`src/rtl/spi_pkg.sv`:
```
// spi_pkg: shared state encoding, phase constants and default timing for the spi_ctrl link.
package spi_pkg;
  typedef enum logic [2:0] {IDLE, TX_START, TX_END, GAP1, RX_START, RX_END, CHECK, ABORT} state_t;
  localparam logic MODE_TX = 1'b0;
  localparam logic MODE_RX = 1'b1;
  localparam int TIMER_W = 20;
  localparam int SPI_CLK_DIV = 200;
  localparam int GAP_CYCLES_DEF = 5 * SPI_CLK_DIV;
  localparam int TIMEOUT_CYCLES_DEF = 65535;
  localparam int RETRY_MAX_DEF = 3;
  localparam int AUTO_PERIOD_DEF = 5000000;
  function automatic logic [7:0] sat_inc(input logic [7:0] v);
    return v == 8'hFF ? v : v + 8'd1;
  endfunction
endpackage

```
`src/rtl/sync_2ff.sv`:
```
// sync_2ff: generic 1-bit two-flop synchroniser with asynchronous active-low reset.
module sync_2ff (
  input  logic clk,
  input  logic rst_n,
  input  logic d,
  output logic q
);
  logic meta;
  always_ff @(posedge clk or negedge rst_n)
    if (!rst_n) {q, meta} <= 2'b00;
    else {q, meta} <= {meta, d};
endmodule

```
`src/rtl/spi_link_sequencer.sv`:
```
// spi_link_sequencer: write-then-read handshake sequencer for spi_ctrl with retry,
// per-state timeout abort and link health reporting.
module spi_link_sequencer
  import spi_pkg::*;
#(
  parameter int GAP_CYCLES     = GAP_CYCLES_DEF,
  parameter int TIMEOUT_CYCLES = TIMEOUT_CYCLES_DEF,
  parameter int RETRY_MAX      = RETRY_MAX_DEF,
  parameter int AUTO_PERIOD    = AUTO_PERIOD_DEF
) (
  input  logic       clk,
  input  logic       rst_n,
  input  logic       start,
  input  logic       auto_mode,
  input  logic       cs_n,
  input  logic       receive_status,
  output logic       spi_tx_en,
  output logic       spi_rx_en,
  output logic       mode_select,
  output logic       busy,
  output logic       link_ok,
  output logic [7:0] err_count,
  output logic       timeout_flag
);
  localparam int AW = $clog2(AUTO_PERIOD + 1);
  state_t state, state_d;
  logic [TIMER_W-1:0] timer;
  logic [AW-1:0] auto_timer;
  logic [2:0] retry;
  logic rs_s, launch, timed_out, gap_done, pass, fail, retry_ok;

  sync_2ff u_rs_sync (.clk(clk), .rst_n(rst_n), .d(receive_status), .q(rs_s));

  assign launch = start || (auto_mode && auto_timer == AW'(AUTO_PERIOD - 1));
  assign timed_out = timer == TIMER_W'(TIMEOUT_CYCLES - 1);
  assign gap_done = timer == TIMER_W'(GAP_CYCLES - 1);
  assign pass = state == CHECK && rs_s;
  assign fail = (state == CHECK && !rs_s) || (state == ABORT && gap_done);
  assign retry_ok = retry < 3'(RETRY_MAX);
  assign busy = state != IDLE;

  always_comb begin
    state_d = state;
    case (state)
      IDLE:     state_d = launch ? TX_START : IDLE;
      TX_START: state_d = !cs_n ? TX_END : timed_out ? ABORT : TX_START;
      TX_END:   state_d = cs_n ? GAP1 : timed_out ? ABORT : TX_END;
      GAP1:     state_d = gap_done ? RX_START : GAP1;
      RX_START: state_d = !cs_n ? RX_END : timed_out ? ABORT : RX_START;
      RX_END:   state_d = cs_n ? CHECK : timed_out ? ABORT : RX_END;
      CHECK:    state_d = (rs_s || !retry_ok) ? IDLE : TX_START;
      ABORT:    state_d = gap_done ? (retry_ok ? TX_START : IDLE) : ABORT;
      default:  state_d = IDLE;
    endcase
  end

  // Enables and mode are registered from the next state so they switch cleanly with it.
  always_ff @(posedge clk or negedge rst_n)
    if (!rst_n) begin
      state        <= IDLE;
      timer        <= '0;
      auto_timer   <= '0;
      retry        <= '0;
      err_count    <= '0;
      link_ok      <= 1'b0;
      timeout_flag <= 1'b0;
      spi_tx_en    <= 1'b0;
      spi_rx_en    <= 1'b0;
      mode_select  <= MODE_TX;
    end else begin
      state        <= state_d;
      timer        <= state_d != state ? '0 : timer + 1'b1;
      auto_timer   <= (state == IDLE && state_d == IDLE && auto_mode) ? auto_timer + 1'b1 : '0;
      retry        <= (pass || (fail && !retry_ok)) ? '0 : fail ? retry + 1'b1 : retry;
      err_count    <= fail ? sat_inc(err_count) : err_count;
      link_ok      <= pass ? 1'b1 : (fail && !retry_ok) ? 1'b0 : link_ok;
      timeout_flag <= state_d == ABORT ? 1'b1 : (state == IDLE && start) ? 1'b0 : timeout_flag;
      spi_tx_en    <= state_d == TX_START || state_d == TX_END;
      spi_rx_en    <= state_d == RX_START || state_d == RX_END;
      mode_select  <= state_d == TX_START ? MODE_TX : state_d == RX_START ? MODE_RX : mode_select;
    end
endmodule

```
`config.mk`:
```
export PLATFORM = sky130hd
export DESIGN_NAME = spi_link_sequencer
export DESIGN_NICKNAME = d
export VERILOG_FILES = /design/src/rtl/spi_pkg.sv /design/src/rtl/sync_2ff.sv /design/src/rtl/spi_link_sequencer.sv
export SDC_FILE = /design/constraint.sdc
export NUM_CORES = 1
export LEC_CHECK = 0
export CAP_MARGIN = 40
export CORE_ASPECT_RATIO = 0.8
export CORE_UTILIZATION = 65
export CTS_BUF_LIST = sky130_fd_sc_hd__clkbuf_8
export CTS_CLUSTER_DIAMETER = 120
export DETAILED_ROUTE_END_ITERATION = 8
export PLACE_DENSITY = 0.94
export SYNTH_ARGS = -nofsm -noshare
export SYNTH_HDL_FRONTEND = slang
export SYNTH_SLANG_ARGS = --single-unit
```
`constraint.sdc`:
```
create_clock -name clk -period 5.4 [get_ports clk]
set_clock_uncertainty 0.1 [all_clocks]
set_input_delay 1.35 -clock clk [delete_from_list [all_inputs] [get_ports clk]]
set_output_delay 1.35 -clock clk [all_outputs]
set_load 0.01 [all_outputs]
```
# Yosys cells after proc, flatten, opt, wreduce, memory -nomap -nowiden
# Index checks and enable logic that the tools add are counted.
# totals
ff_bits	64
latch_bits	0
mem_bits_rw	0
mem_bits_ro	0
input_bits	6
out_inout_bits	14
word_cells	83
mem_count	0
# op_classes
n_addsub	4
multipliers	0
div_mod_pow	0
order_cmp	1
eq_ne	17
shift	0
mux	24
bitwise_logic	1
reduce_logical	24
# ops
op	n
two-way mux 3 bit	8
one-hot mux 3 bit (8 select lines)	1
adder 23 x 1 -> 23 bit, second input constant	1
equality test 23 bit, second input constant	1
two-way mux 23 bit	1
equality test 3 bit, second input constant	7
adder 20 x 1 -> 20 bit, second input constant	1
equality test 20 x 10 -> 1 bit, second input constant	1
equality test 20 x 16 -> 1 bit, second input constant	1
two-way mux 20 bit	1
equality test 3 x 2 -> 1 bit, second input constant	3
two-way mux 1 bit	9
adder 8 x 1 -> 8 bit, second input constant	1
equality test 8 bit, second input constant	1
logical AND 1 bit	8
two-way mux 2 bit	4
nonzero test 2 bit	4
equality test 3 x 1 -> 1 bit, second input constant	2
logical NOT 3 bit	2
logical OR 1 bit	6
adder 3 x 1 -> 3 bit, second input constant	1
less-than comparator 3 x 2 -> 1 bit, second input constant	1
!= test 3 bit	1
nonzero test 3 bit	1
other kinds (3)	4

# Depth between registers and ports, before layout
# depth
depth_word	9
depth_mapped	9
mapped_depth_nobuf	8

# Cells and area by module
# From an unflattened synthesis, not the netlist that was laid out.
# unflattened
cells_unflattened	341
hier_area_um2	3331.9
# by_module_without_submodules
module	n_inst	cells_each	area_per_inst_um2	seq_area_each_um2
spi_link_sequencer	1	339	3281.9	1551.5
sync_2ff	1	2	50.0	50.0

# Worst setup path before layout
# No wires, ideal clock.
# synth_timing
path_type	input-to-reg
startpoint	input cs_n
endpoint	register auto_timer[16]
setup_time_ps	119
arrival_time_ps	2604
required_ps	5181
slack_ps	2577
cell_stages	7
path_buffers	1
cell_sequence	inv_1 maj3_1 a21o_1 a31oi_2 nand3b_4 buf_6 nor2_1
# synth_between
elab_chain_len	6
elab_cells_between_ends	9
classes_between	mux: 6; reduce/logical: 3
# synth_rtl
element	line	source
start, declared	spi_link_sequencer.sv:15	input logic cs_n,
two-way mux 2 bit, or another cell as far along	spi_link_sequencer.sv:50	RX_END: state_d = cs_n ? CHECK : timed_out ? ABORT : RX_END;
one-hot mux 3 bit (8 select lines) *	spi_link_sequencer.sv:44	case (state)
named net state_d[0]	spi_link_sequencer.sv:26	state_t state, state_d;
logical NOT 3 bit *	spi_link_sequencer.sv:73	auto_timer <= (state == IDLE && state_d == IDLE && auto_mode) ? auto_timer + 1'b1 : '0;
logical AND 1 bit * (2 in a row)	spi_link_sequencer.sv:73	
two-way mux 23 bit *	spi_link_sequencer.sv:73	
end signal, assigned	spi_link_sequencer.sv:73	
end, declared	spi_link_sequencer.sv:28	logic [AW-1:0] auto_timer;
# Mark *: on every way through the listed nets, which the timed path passes. The rest lies on a longest branch.
# A chain may end at the register's enable or synchronous reset.

# Worst setup path after layout
# layout_timing
startpoint	register state[0]
endpoint	output busy
# layout_between
elab_chain_len	1
# layout_rtl
element	line	source
start, declared	spi_link_sequencer.sv:26	
start signal, assigned	spi_link_sequencer.sv:71	state <= state_d;
nonzero test 3 bit	spi_link_sequencer.sv:40	assign busy = state != IDLE;
end, declared	spi_link_sequencer.sv:20	output logic busy,
# No other way between the ends.

==> impl_metrics.csv <==
group,metric,value,unit
clocking,root_buffer,"clkbuf_8",
routing,firstDrtPassIters,4,
clocking,post_cts_buffers,0,
power_and_ir_drop,cellLeakagePower,1.546,nW
logic_synthesis,synth.top_cells.by_area,"dfrtp_1 48%, nor2_1 7.3%, xor2_1 7.1%",
routing,wire_per_inst,16.76,µm
logic_synthesis,synth_ff_type,"dfrtp_1",
routing,drc,0,
logic_synthesis,synthArstFlopShare,1.000,
global_route,grt_start_max_net_pins,65,
routing,ant_nets,0,
placement,hpwl,4.828,mm
routing,wl_met2,3.403,mm
global_route,antenna_found_initial,0,
timing,final_max_slew_viol_count,0,
power_and_ir_drop,ir_drop,0.2391,mV
timing,setup_slack,1858,ps
critical_path,crit_start,"state[0]",
die,ioPinCount,20,
clocking,cts_sinks,64,
clocking,clock_latency,350,ps
timing,clock.fmax,282.3,MHz
logic_synthesis,synth.net_count,352,
die,rows,22,
die,die_w,82.05,µm
critical_path,endpoint_kind,"output pin",
global_route,grt_pass1_vias,2566,
clocking,clockBufferDepth,2,
logic_synthesis,synth-seq-area-share,0.4807,
timing,slew-limit-headroom,0.4829,
power_and_ir_drop,pwr_density_cell,305.6,nW/µm²
timing,fin_crit,3542,ps
clocking,cts_tree,"done",
finish,layout_commonest_cell,"nor2_1",
hold_path,hp-class,"reg2reg",
routing,num_vias,2622,
clocking,hold_buffers,0,
logic_synthesis,avgSynthCellArea,9.771,µm²
logic_synthesis,synth_top_cell_area_share,0.4807,
global_route,grt.total_usage,0.3123,
routing,top_layer,"met4",
die,die_area,5418,µm²
timing,rsz0062_at_grt,"false",
placement,place_ws,1704,ps
timing,setup_tns,0,ps
finish,layout-drive-gt1-share,0.08943,
clocking,ctsResizeCount,0,
routing,wl,7.192,mm
placement,port_buffers,19,
timing,finalSetupViolCount,0,
finish,area_growth_syn_to_layout,12.09,%
placement,gp_congestion,0.9124,
routing,met3_length,398,µm
global_route,overflow,0,
logic_synthesis,yosys.area.top_type,"dfrtp_1",
finish,fin_util,0.7843,
die,core_area,4762,µm²
finish,fillCellCount,303,
finish,layout_common_cells,"65 x nor2_1, 64 x dfrtp_1, 29 x nand2_1",
critical_path,cp.required,3950,ps
critical_path,path_class,"reg2out",
critical_path,worst-path-max-fanout,19,
logic_synthesis,yosys_warnings,0,
run_status,status,"completed",
timing,tightestPinTransition,775.7,ps
global_route,grt_pass1_wl,12.30,mm
logic_synthesis,synth_seq_cells,64,
clocking,clk_pin_slew,80,ps
logic_synthesis,ys_types,53,
die,fp.dieH,66.04,µm
logic_synthesis,syn_inst,341,
critical_path,critPathArrivalTime,2090,ps
critical_path,reg2reg_setup_slack,2620,ps
clocking,cts_inserted_buffers,9,
finish,num_antenna_cells,0,
critical_path,rr_worst_depth,6,
critical_path,timing.rr.end,"auto_timer[14]",
critical_path,start_kind,"register",
logic_synthesis,synth_edf_count,0,
timing,hold_viol,0,
finish,nets,375,
routing,wl_met1,3.219,mm
logic_synthesis,syn_area,3332,µm²
routing,vias_per_cell,6.112,
critical_path,crit_end,"busy",
clocking,cts-htree-levels,3,
routing,drtIter0Drc,164,
run,cap_violations,0,
timing,fin_crit_sh,0.6560,
die,initial_core_util,0.6997,
critical_path,reg2reg_from,"timer[16]",
==> worst max-delay path: stages, from the launching register on <==
cell and delay, ps:
dfrtp_1 600, nor3_1 520, inv_1 120, clkdlybuf4s50_1 510
==> how the worst min path moves through the flow <==
stage / from / to / slack [ps] / depth (start not counted)
6_report: u_rs_sync.meta / u_rs_sync.q / 260 / 0
5_1_grt: u_rs_sync.meta / u_rs_sync.q / 280 / 0
4_1_cts: u_rs_sync.meta / u_rs_sync.q / 260 / 0
3_5_place_dp: u_rs_sync.meta / u_rs_sync.q / 240 / 0
3_3_place_gp: u_rs_sync.meta / u_rs_sync.q / 240 / 0
2_1_floorplan: u_rs_sync.meta / u_rs_sync.q / 230 / 0
==> cells in the mapped netlist (2+ instances only) <==
library cell  count
o21ai_0           5
xor2_1           27
buf_1             2
nor4_1            4
nand3_1          23
dfrtp_1          64
inv_1            11
buf_6             2
a221o_1           2
nor3_1            5
a32o_1            2
and2_1            5
a311oi_1          2
o211ai_1          3
nor2_1           65
xnor2_1          20
and4_1            2
nand2_1          29
nand4_1          15
clkbuf_1          3
buf_2             3
and3_1            7
ha_1              5
mux2_2            2
nor4b_1           4
a41oi_1           2
==> routing by layer <==
layer / track usage / vias to the layer above
met3: 0.08966 / 21
met1: 0.4108 / 1287
met4: 0.1338 / 0
met5: 0 / -
met2: 0.4793 / 79
li1: - / 1235
==> cell families after synthesis <==
group,after synthesis,share of synthesized area
AO/OA/AOI/OAI,31,0.08637
XOR/XNOR,47,0.1235
adder cells (fa/ha/maj),6,0.02178
buffers and inverters,21,0.02929
flip-flops,64,0.4807
multiplexers,2,0.006759
AND/OR/NAND/NOR,170,0.2516
==> state kept, by name, indices dropped and copies added, names as in the netlist <==
register / count
spi_rx_en: 1
state: 3
link_ok: 1
spi_tx_en: 1
mode_select: 1
u_rs_sync.meta: 1
auto_timer: 23
u_rs_sync.q: 1
timeout_flag: 1
err_count: 8
retry: 3
timer: 20
==> through the flow <==
stage          instances  power, mW  area [µm²]  hold WS, ps
6_report             429      1.141        3735        258.9
5_1_grt              429      1.205        3735        280.1
4_1_cts              429      1.148        3735        257.8
3_5_place_dp         413     0.7903        3562        241.2
3_3_place_gp         412     0.7690        3551        237.9
2_1_floorplan        341     0.7254        3332        231.2
==> where the power goes <==
part           leakage (nW)  internal (mW)  total [mW]  switching (mW)
clock                0.0772          0.165       0.358           0.193
sequential            0.855          0.523       0.579          0.0562
combinational         0.614         0.0964       0.204           0.108
==> layout make-up <==
type                       count  area (µm²)  area share
multi-input combinational    256        1633      0.4372
inverter                      11       41.29     0.01106
clock buffer                   9       123.9     0.03317
timing repair buffer          22       211.5     0.05662
tap                           60       75.07     0.02010
clock inverter                 7       48.80     0.01307
sequential                    64        1602      0.4288
No activity file was read; power rests on OpenSTA's default activity.
